### src/rtl/ball_controller_if.sv
// Pong game-side bus: paddle/serve inputs toward the ball controller, ball and score outputs back.
// slave is the ball controller's view; master is the driver/consumer side.
interface ball_controller_if;
  logic       serve_n;
  logic       bat_size;
  logic [9:0] p1_y;
  logic [9:0] p2_y;
  logic [9:0] ball_x;
  logic [9:0] ball_y;
  logic [3:0] score1;
  logic [3:0] score2;
  logic       point;
  logic       game_over;

  modport master (
    output serve_n, bat_size, p1_y, p2_y,
    input  ball_x, ball_y, score1, score2, point, game_over
  );

  modport slave (
    input  serve_n, bat_size, p1_y, p2_y,
    output ball_x, ball_y, score1, score2, point, game_over
  );
endinterface

### src/rtl/ball_controller.sv
// Pong ball/score engine: state and ball advance once per TICK_DIV cycles; point pulses the cycle after a miss tick.
// No backpressure; inputs are sampled only on tick cycles.
module ball_controller #(
  parameter int TICK_DIV  = 131072,
  parameter int STEP      = 2,
  parameter int BALL_HALF = 4,
  parameter int P1_X      = 24,
  parameter int P2_X      = 616,
  parameter int WIN_SCORE = 9
) (
  input  logic              clk,
  input  logic              rst,
  ball_controller_if.slave  bus
);

  localparam logic [16:0] TICK_LAST = 17'(TICK_DIV - 1);
  localparam logic [9:0]  STEP_W    = 10'(STEP);
  localparam logic [9:0]  HALF_W    = 10'(BALL_HALF);
  localparam logic [9:0]  X_L       = 10'(P1_X + BALL_HALF);
  localparam logic [9:0]  X_R       = 10'(P2_X - BALL_HALF);
  localparam logic [9:0]  Y_MAX     = 10'(479 - BALL_HALF);
  localparam logic [9:0]  X_MID     = 10'd320;
  localparam logic [9:0]  Y_MID     = 10'd240;
  localparam logic [3:0]  WIN_W     = 4'(WIN_SCORE);

  typedef enum logic [1:0] {SERVE, PLAY, POINT, OVER} state_t;

  state_t      state;
  logic [16:0] tick_cnt;
  logic        dx_right;
  logic        dy_down;

  logic        tick;
  logic [9:0]  reach;
  logic [9:0]  dist1;
  logic [9:0]  dist2;
  logic        hit1;
  logic        hit2;
  logic        edge_l;
  logic        edge_r;
  logic [9:0]  y_nxt;
  logic        dy_nxt;

  always_comb begin
    tick   = (tick_cnt == TICK_LAST);
    reach  = (bus.bat_size ? 10'd40 : 10'd50) + HALF_W;
    dist1  = (bus.ball_y > bus.p1_y) ? bus.ball_y - bus.p1_y : bus.p1_y - bus.ball_y;
    dist2  = (bus.ball_y > bus.p2_y) ? bus.ball_y - bus.p2_y : bus.p2_y - bus.ball_y;
    hit1   = (dist1 <= reach);
    hit2   = (dist2 <= reach);
    edge_l = !dx_right && (bus.ball_x <= X_L + STEP_W);
    edge_r =  dx_right && (bus.ball_x >= X_R - STEP_W);
    y_nxt  = bus.ball_y;
    dy_nxt = dy_down;
    if (dy_down) begin
      if (bus.ball_y + STEP_W >= Y_MAX) begin
        y_nxt  = Y_MAX;
        dy_nxt = 1'b0;
      end else begin
        y_nxt  = bus.ball_y + STEP_W;
      end
    end else begin
      // Compare before subtracting so the top wall never underflows.
      if (bus.ball_y <= HALF_W + STEP_W) begin
        y_nxt  = HALF_W;
        dy_nxt = 1'b1;
      end else begin
        y_nxt  = bus.ball_y - STEP_W;
      end
    end
  end

  always_ff @(posedge clk or negedge rst) begin
    if (!rst) begin
      state         <= SERVE;
      tick_cnt      <= '0;
      dx_right      <= 1'b1;
      dy_down       <= 1'b1;
      bus.ball_x    <= X_MID;
      bus.ball_y    <= Y_MID;
      bus.score1    <= '0;
      bus.score2    <= '0;
      bus.point     <= 1'b0;
      bus.game_over <= 1'b0;
    end else begin
      tick_cnt  <= tick ? '0 : tick_cnt + 17'd1;
      bus.point <= 1'b0;
      if (tick) begin
        case (state)
          SERVE: begin
            bus.ball_x <= X_MID;
            bus.ball_y <= Y_MID;
            if (!bus.serve_n) state <= PLAY;
          end
          PLAY: begin
            bus.ball_y <= y_nxt;
            dy_down    <= dy_nxt;
            // On a miss dx is left alone: it already points at the conceding side.
            if (edge_l) begin
              if (hit1) begin
                bus.ball_x <= X_L;
                dx_right   <= 1'b1;
              end else begin
                bus.score2 <= bus.score2 + 4'd1;
                bus.point  <= 1'b1;
                state      <= POINT;
              end
            end else if (edge_r) begin
              if (hit2) begin
                bus.ball_x <= X_R;
                dx_right   <= 1'b0;
              end else begin
                bus.score1 <= bus.score1 + 4'd1;
                bus.point  <= 1'b1;
                state      <= POINT;
              end
            end else begin
              bus.ball_x <= dx_right ? bus.ball_x + STEP_W : bus.ball_x - STEP_W;
            end
          end
          POINT: begin
            bus.ball_x <= X_MID;
            bus.ball_y <= Y_MID;
            if (bus.score1 == WIN_W || bus.score2 == WIN_W) begin
              state         <= OVER;
              bus.game_over <= 1'b1;
            end else begin
              state <= SERVE;
            end
          end
          OVER: begin
            bus.ball_x <= X_MID;
            bus.ball_y <= Y_MID;
            if (!bus.serve_n) begin
              bus.score1    <= '0;
              bus.score2    <= '0;
              bus.game_over <= 1'b0;
              state         <= SERVE;
            end
          end
          default: state <= SERVE;
        endcase
      end
    end
  end

endmodule

### src/flat_wrapper.sv
// flat-port wrapper written by rule: the top's interface ports become plain ports
module ball_controller_flat 
#(
  parameter int TICK_DIV  = 131072,
  parameter int STEP      = 2,
  parameter int BALL_HALF = 4,
  parameter int P1_X      = 24,
  parameter int P2_X      = 616,
  parameter int WIN_SCORE = 9
)
  (clk, rst, bus_serve_n, bus_bat_size, bus_p1_y, bus_p2_y, bus_ball_x, bus_ball_y, bus_score1, bus_score2, bus_point, bus_game_over);
  ball_controller_if bus_i ();
  input  logic clk;
  input  logic rst;
  input wire logic [$bits(bus_i.serve_n)-1:0] bus_serve_n;
  input wire logic [$bits(bus_i.bat_size)-1:0] bus_bat_size;
  input wire logic [$bits(bus_i.p1_y)-1:0] bus_p1_y;
  input wire logic [$bits(bus_i.p2_y)-1:0] bus_p2_y;
  output wire logic [$bits(bus_i.ball_x)-1:0] bus_ball_x;
  output wire logic [$bits(bus_i.ball_y)-1:0] bus_ball_y;
  output wire logic [$bits(bus_i.score1)-1:0] bus_score1;
  output wire logic [$bits(bus_i.score2)-1:0] bus_score2;
  output wire logic [$bits(bus_i.point)-1:0] bus_point;
  output wire logic [$bits(bus_i.game_over)-1:0] bus_game_over;
  assign bus_i.serve_n = bus_serve_n;
  assign bus_i.bat_size = bus_bat_size;
  assign bus_i.p1_y = bus_p1_y;
  assign bus_i.p2_y = bus_p2_y;
  assign bus_ball_x = bus_i.ball_x;
  assign bus_ball_y = bus_i.ball_y;
  assign bus_score1 = bus_i.score1;
  assign bus_score2 = bus_i.score2;
  assign bus_point = bus_i.point;
  assign bus_game_over = bus_i.game_over;
  ball_controller #(.TICK_DIV(TICK_DIV), .STEP(STEP), .BALL_HALF(BALL_HALF), .P1_X(P1_X), .P2_X(P2_X), .WIN_SCORE(WIN_SCORE)) u_core (.clk(clk), .rst(rst), .bus(bus_i));
endmodule
### config.mk
export PLATFORM = sky130hd
export DESIGN_NAME = ball_controller_flat
export DESIGN_NICKNAME = d
export VERILOG_FILES = /design/src/rtl/ball_controller_if.sv /design/src/rtl/ball_controller.sv /design/src/flat_wrapper.sv
export SDC_FILE = /design/constraint.sdc
export NUM_CORES = 1
export LEC_CHECK = 0
export ABC_AREA = 1
export BUFFER_PORTS_ARGS = -buffer_cell sky130_fd_sc_hd__buf_2
export CAP_MARGIN = 20
export CORE_MARGIN = 5
export CORE_UTILIZATION = 45
export DETAILED_ROUTE_END_ITERATION = 8
export GPL_ROUTABILITY_DRIVEN = 0
export HOLD_SLACK_MARGIN = 0.08
export PLACE_DENSITY = 0.62
export SLEW_MARGIN = 20
export SYNTH_ARGS = -nofsm -noshare
export SYNTH_HDL_FRONTEND = slang
export SYNTH_SLANG_ARGS = --single-unit
export TNS_END_PERCENT = 50
### constraint.sdc
create_clock -name clk -period 7.52 [get_ports clk]
set_input_delay 1.504 -clock clk [delete_from_list [all_inputs] [get_ports clk]]
set_output_delay 1.504 -clock clk [all_outputs]
set_load 0.01 [all_outputs]
==> impl_results.md <==
* Critical path launch point: bus_p2_y[8]
* Final setup viols at 0
* Run status: completed
* Worst-path fanout max at 11
* Reg2reg setup slack at 3.36 ns
* Clock sinks at 50
* CP arrival at approximately 4.7 ns
* Average cell area after synthesis at 6.30 µm²
* GR Overflow Total at 0
* Placeable Area at 12600 µm²
* Num CTS Buffers at 5
* Final Core Density at around half
* Yosys warns at 0
* Die height at around 120 µm
* Post-Route WL at 16.0 mm
* Post-route ant nets at 0
* Die area at approximately 15000 µm²
* Clock transition at path regs at about 0.080 ns
* Vias after detailed routing at just under 6000
* Vias in the first global route at between 5000 and 6000
* P_leak at approximately 3.7 nW
* Top FF cell, synth: dfrtp_1
* Worst setup EP type: flop
* Setup WS post-layout at 2.98 ns
* Final HPWL DP at 12.9 mm
* GRT Overall Usage at a little over a fifth
* Mapped Area at about 5800 µm²
* R2r startpoint: u_core.bus.ball_y[6]$_DFFE_PN1P_
* WP buf/inv at 5
* WP depth at 21
* Hold depth at 1
* Area growth syn-to-layout at 9.81%
* Critical Path RT at a little under 8 ns
* Delay-heaviest family, CP: simple AND/OR/NAND/NOR gates
* Worst-path cell chain: buf_2 > ha_1 > nand2_1 > inv_1 > a21oi_1 > nand3_2 > nand2_4 > inv_2 > a31oi_1 > xor2_1 > inv_1 > ha_1 > nand2_1 > inv_1 > nand3_1 > nor3_1 > nand2_1 > nand4_1 > nand3_2 > nand2_1 > nand2_1
* Hold Vio Cnt, Final at 0
* Sequential cell area fraction in the yosys report at a little over a fifth
* Post-CTS setup buffer count at 0
* Hold endpoint: u_core.tick_cnt[0]$_DFF_PN0_
* Rel. slew slack at about 47%
* Final setup skew at 0.00796 ns
* Number of I/O port buffers at 52
* Reg2reg path depth at 20
* Post-synth ARST share at 100%
* Total power at roughly 620 µW
* Post-synthesis cell type count at 48
* Final Cell Area at roughly 6300 µm²
* Cell Rows at slightly above 40
* Antenna violations before repair at 0
* Effective utilization at floorplan at between 40% and 50%
* Dpl cell area at a little over 6000 µm²
* #FFs+latches synth at 50
* First-pass GRT wire length at ~26 mm
* Crit start category: input pin
* Slowest stage delay, CP at around 0.37 ns
* Setup_tns at 0 ns
* Chip Width at roughly 120 µm
* Syn nets at 1003
* VDD IR max at between 0.00009 and 0.0001 V
* Pre-CTS setup slack at ~2.7 ns
* R2R Path End: u_core.bus.ball_x[7]$_DFFE_PN0P_
* Final Non-Filler Cells at ~1100
* Syn Inst Count at between 900 and 1000
* Clock Tree Buf Depth at 2
* Slew @ Worst Pin at 0.793 ns
* Io pins at 54
* Hold slack final at 0.455 ns
* Largest net degree at the start of global routing at just over 50
* DR pass1 iterations at 5
* Tmin final at 4.54 ns
* Critical path's slowest cell: ha_1
* Cell Count Post-Placement at between 1000 and 1500
* CTS tree: done
* Hold buffer count at CTS at 0
* Power density over cell area at about 97 nW/µm²
* CTS Root Cell: clkbuf_16
* Post-synth EDFFs at 0
* Final period util at 60.4%
* Remaining DRCs at 0
* Vias/cell at 5.15
* Hold Path Class: reg -> reg
* Drt first-iter violations at between 400 and 500
* CP dominant cell by count: nand2_1
* Share of layout cells above drive strength 1 at between 10% and 20%
* Antenna cell count at 0
* Wire length per cell at 14.1 µm
* Clock Latency Late Sink at between 0.2 and 0.3 ns
* CP Class: in -> reg
* Nets@finish at 1051
* H-tree depth at 2
* Final count of pins violating max slew at 0
* RSZ-0062 raised after global routing: no
* Hold Startpoint: u_core.tick_cnt[0]$_DFF_PN0_
* Post-cts resize count at 0
* Max-Cap Viols at 0
* Max Clk Rate at ~0.22 GHz
kinds of logic after synthesis:
family                   count (synthesis)  synth area share [%]
flip-flops                              50                  21.9
multiplexers                             2                 0.347
buffers and inverters                  164                  11.3
XOR/XNOR                                25                  3.80
AO/OA/AOI/OAI                           91                  8.94
AND/OR/NAND/NOR                        518                  39.1
adder cells (fa/ha/maj)                 64                  14.5
other                                    1                0.0650
worst max path at each step:
| stage | to | slack (ns) |
|---|---|---|
| after floorplan | u_core.bus.ball_x[2]$_DFFE_PN0P_ | 3.41 |
| after global placement | u_core.bus.ball_x[5]$_DFFE_PN0P_ | 2.76 |
| after detailed placement | u_core.bus.ball_x[5]$_DFFE_PN0P_ | 2.70 |
| after CTS | u_core.bus.ball_x[5]$_DFFE_PN0P_ | 3.00 |
| after global routing | u_core.bus.ball_x[3]$_DFFE_PN0P_ | 2.55 |
| final | u_core.bus.ball_x[7]$_DFFE_PN0P_ | 2.98 |
worst reg2reg max path: cells and delay by family, from the launching register on:
kind                       cells  cell delay (ns)
adders and majority gates      2             0.79
and+or+nand+nor               12             1.82
DFF                            1             0.69
xor gates and xnor gates       1             0.16
AOI/OAI and AO/OA              1             0.20
buffers and inverters          4             0.39
sequential cells by signal, summed over array words and instances, names as in the netlist:
signal                flops
u_core.state              2
u_core.bus.game_over      1
u_core.bus.point          1
u_core.bus.ball_x         9
u_core.tick_cnt          17
u_core.bus.score1         4
u_core.bus.ball_y        10
u_core.dx_right           1
u_core.dy_down            1
u_core.bus.score2         4
final cells by class:
class,instances,area [µm²]
fillers,1302,6240
multi-input cells,701,3850
flip-flops and latches,50,1260
inverters,150,568
repair buffers,55,283
well taps,172,215
clock buffers,5,125
clock inverters,3,28.8
layout by cell type, fill, tap and decap left out, drive strengths merged, types with 2 or more instances in the layout:
cell type and count:
clkinv 3, xor2 17, inv 150, nor3 15
clkbuf 5, dfstp 8, buf 55, nand3 92
a21oi 52, a31oi 3, or2 5, o21bai 5
fa 5, dfrtp 42, nand4 24, o21ai 23
nor4 3, xnor2 8, ha 59, nand2 286
o21a 2, nor2 90, mux2i 2
synth_stat cells, types with 2 or more instances:
cell	n	area, µm²
o21a_1	2	15.0
nor2_2	5	31.3
dfrtp_1	42	1050
nor2_1	85	319
clkbuf_1	4	15.0
mux2i_1	2	20.0
nor4_1	3	18.8
xor2_1	17	149
a21oi_1	49	245
dfstp_2	8	210
nand2_1	278	1040
fa_1	5	100
nand3_1	83	415
nand4_1	24	150
nand3_2	9	90.1
inv_2	5	18.8
xnor2_1	8	70.1
nor3_1	15	75.1
ha_1	59	738
nand2_2	6	37.5
o21ai_0	21	105
buf_2	5	25.0
nand2_4	2	22.5
o21bai_1	5	37.5
or2_2	3	18.8
inv_1	143	537
a31oi_1	3	18.8
a21oi_2	2	17.5
buf_6	3	33.8
where the power goes:
part | switching [mW] | total [mW] | internal, mW
Sequential | 0 | 0.269 | 0.269
Combinational | 0.0704 | 0.109 | 0.0384
Clock | 0.111 | 0.238 | 0.127
Total | 0.181 | 0.616 | 0.434
per-layer routing:
layer  part of all wire, %  track usage (%)  up-vias
met5                     0                0        -
met4                   2.2             5.40        0
met3                   5.9             2.93       25
met2                    43             33.3      152
met1                    49             32.4     2667
li1                      -                -     3007
No activity file was read; power rests on OpenSTA's default activity.
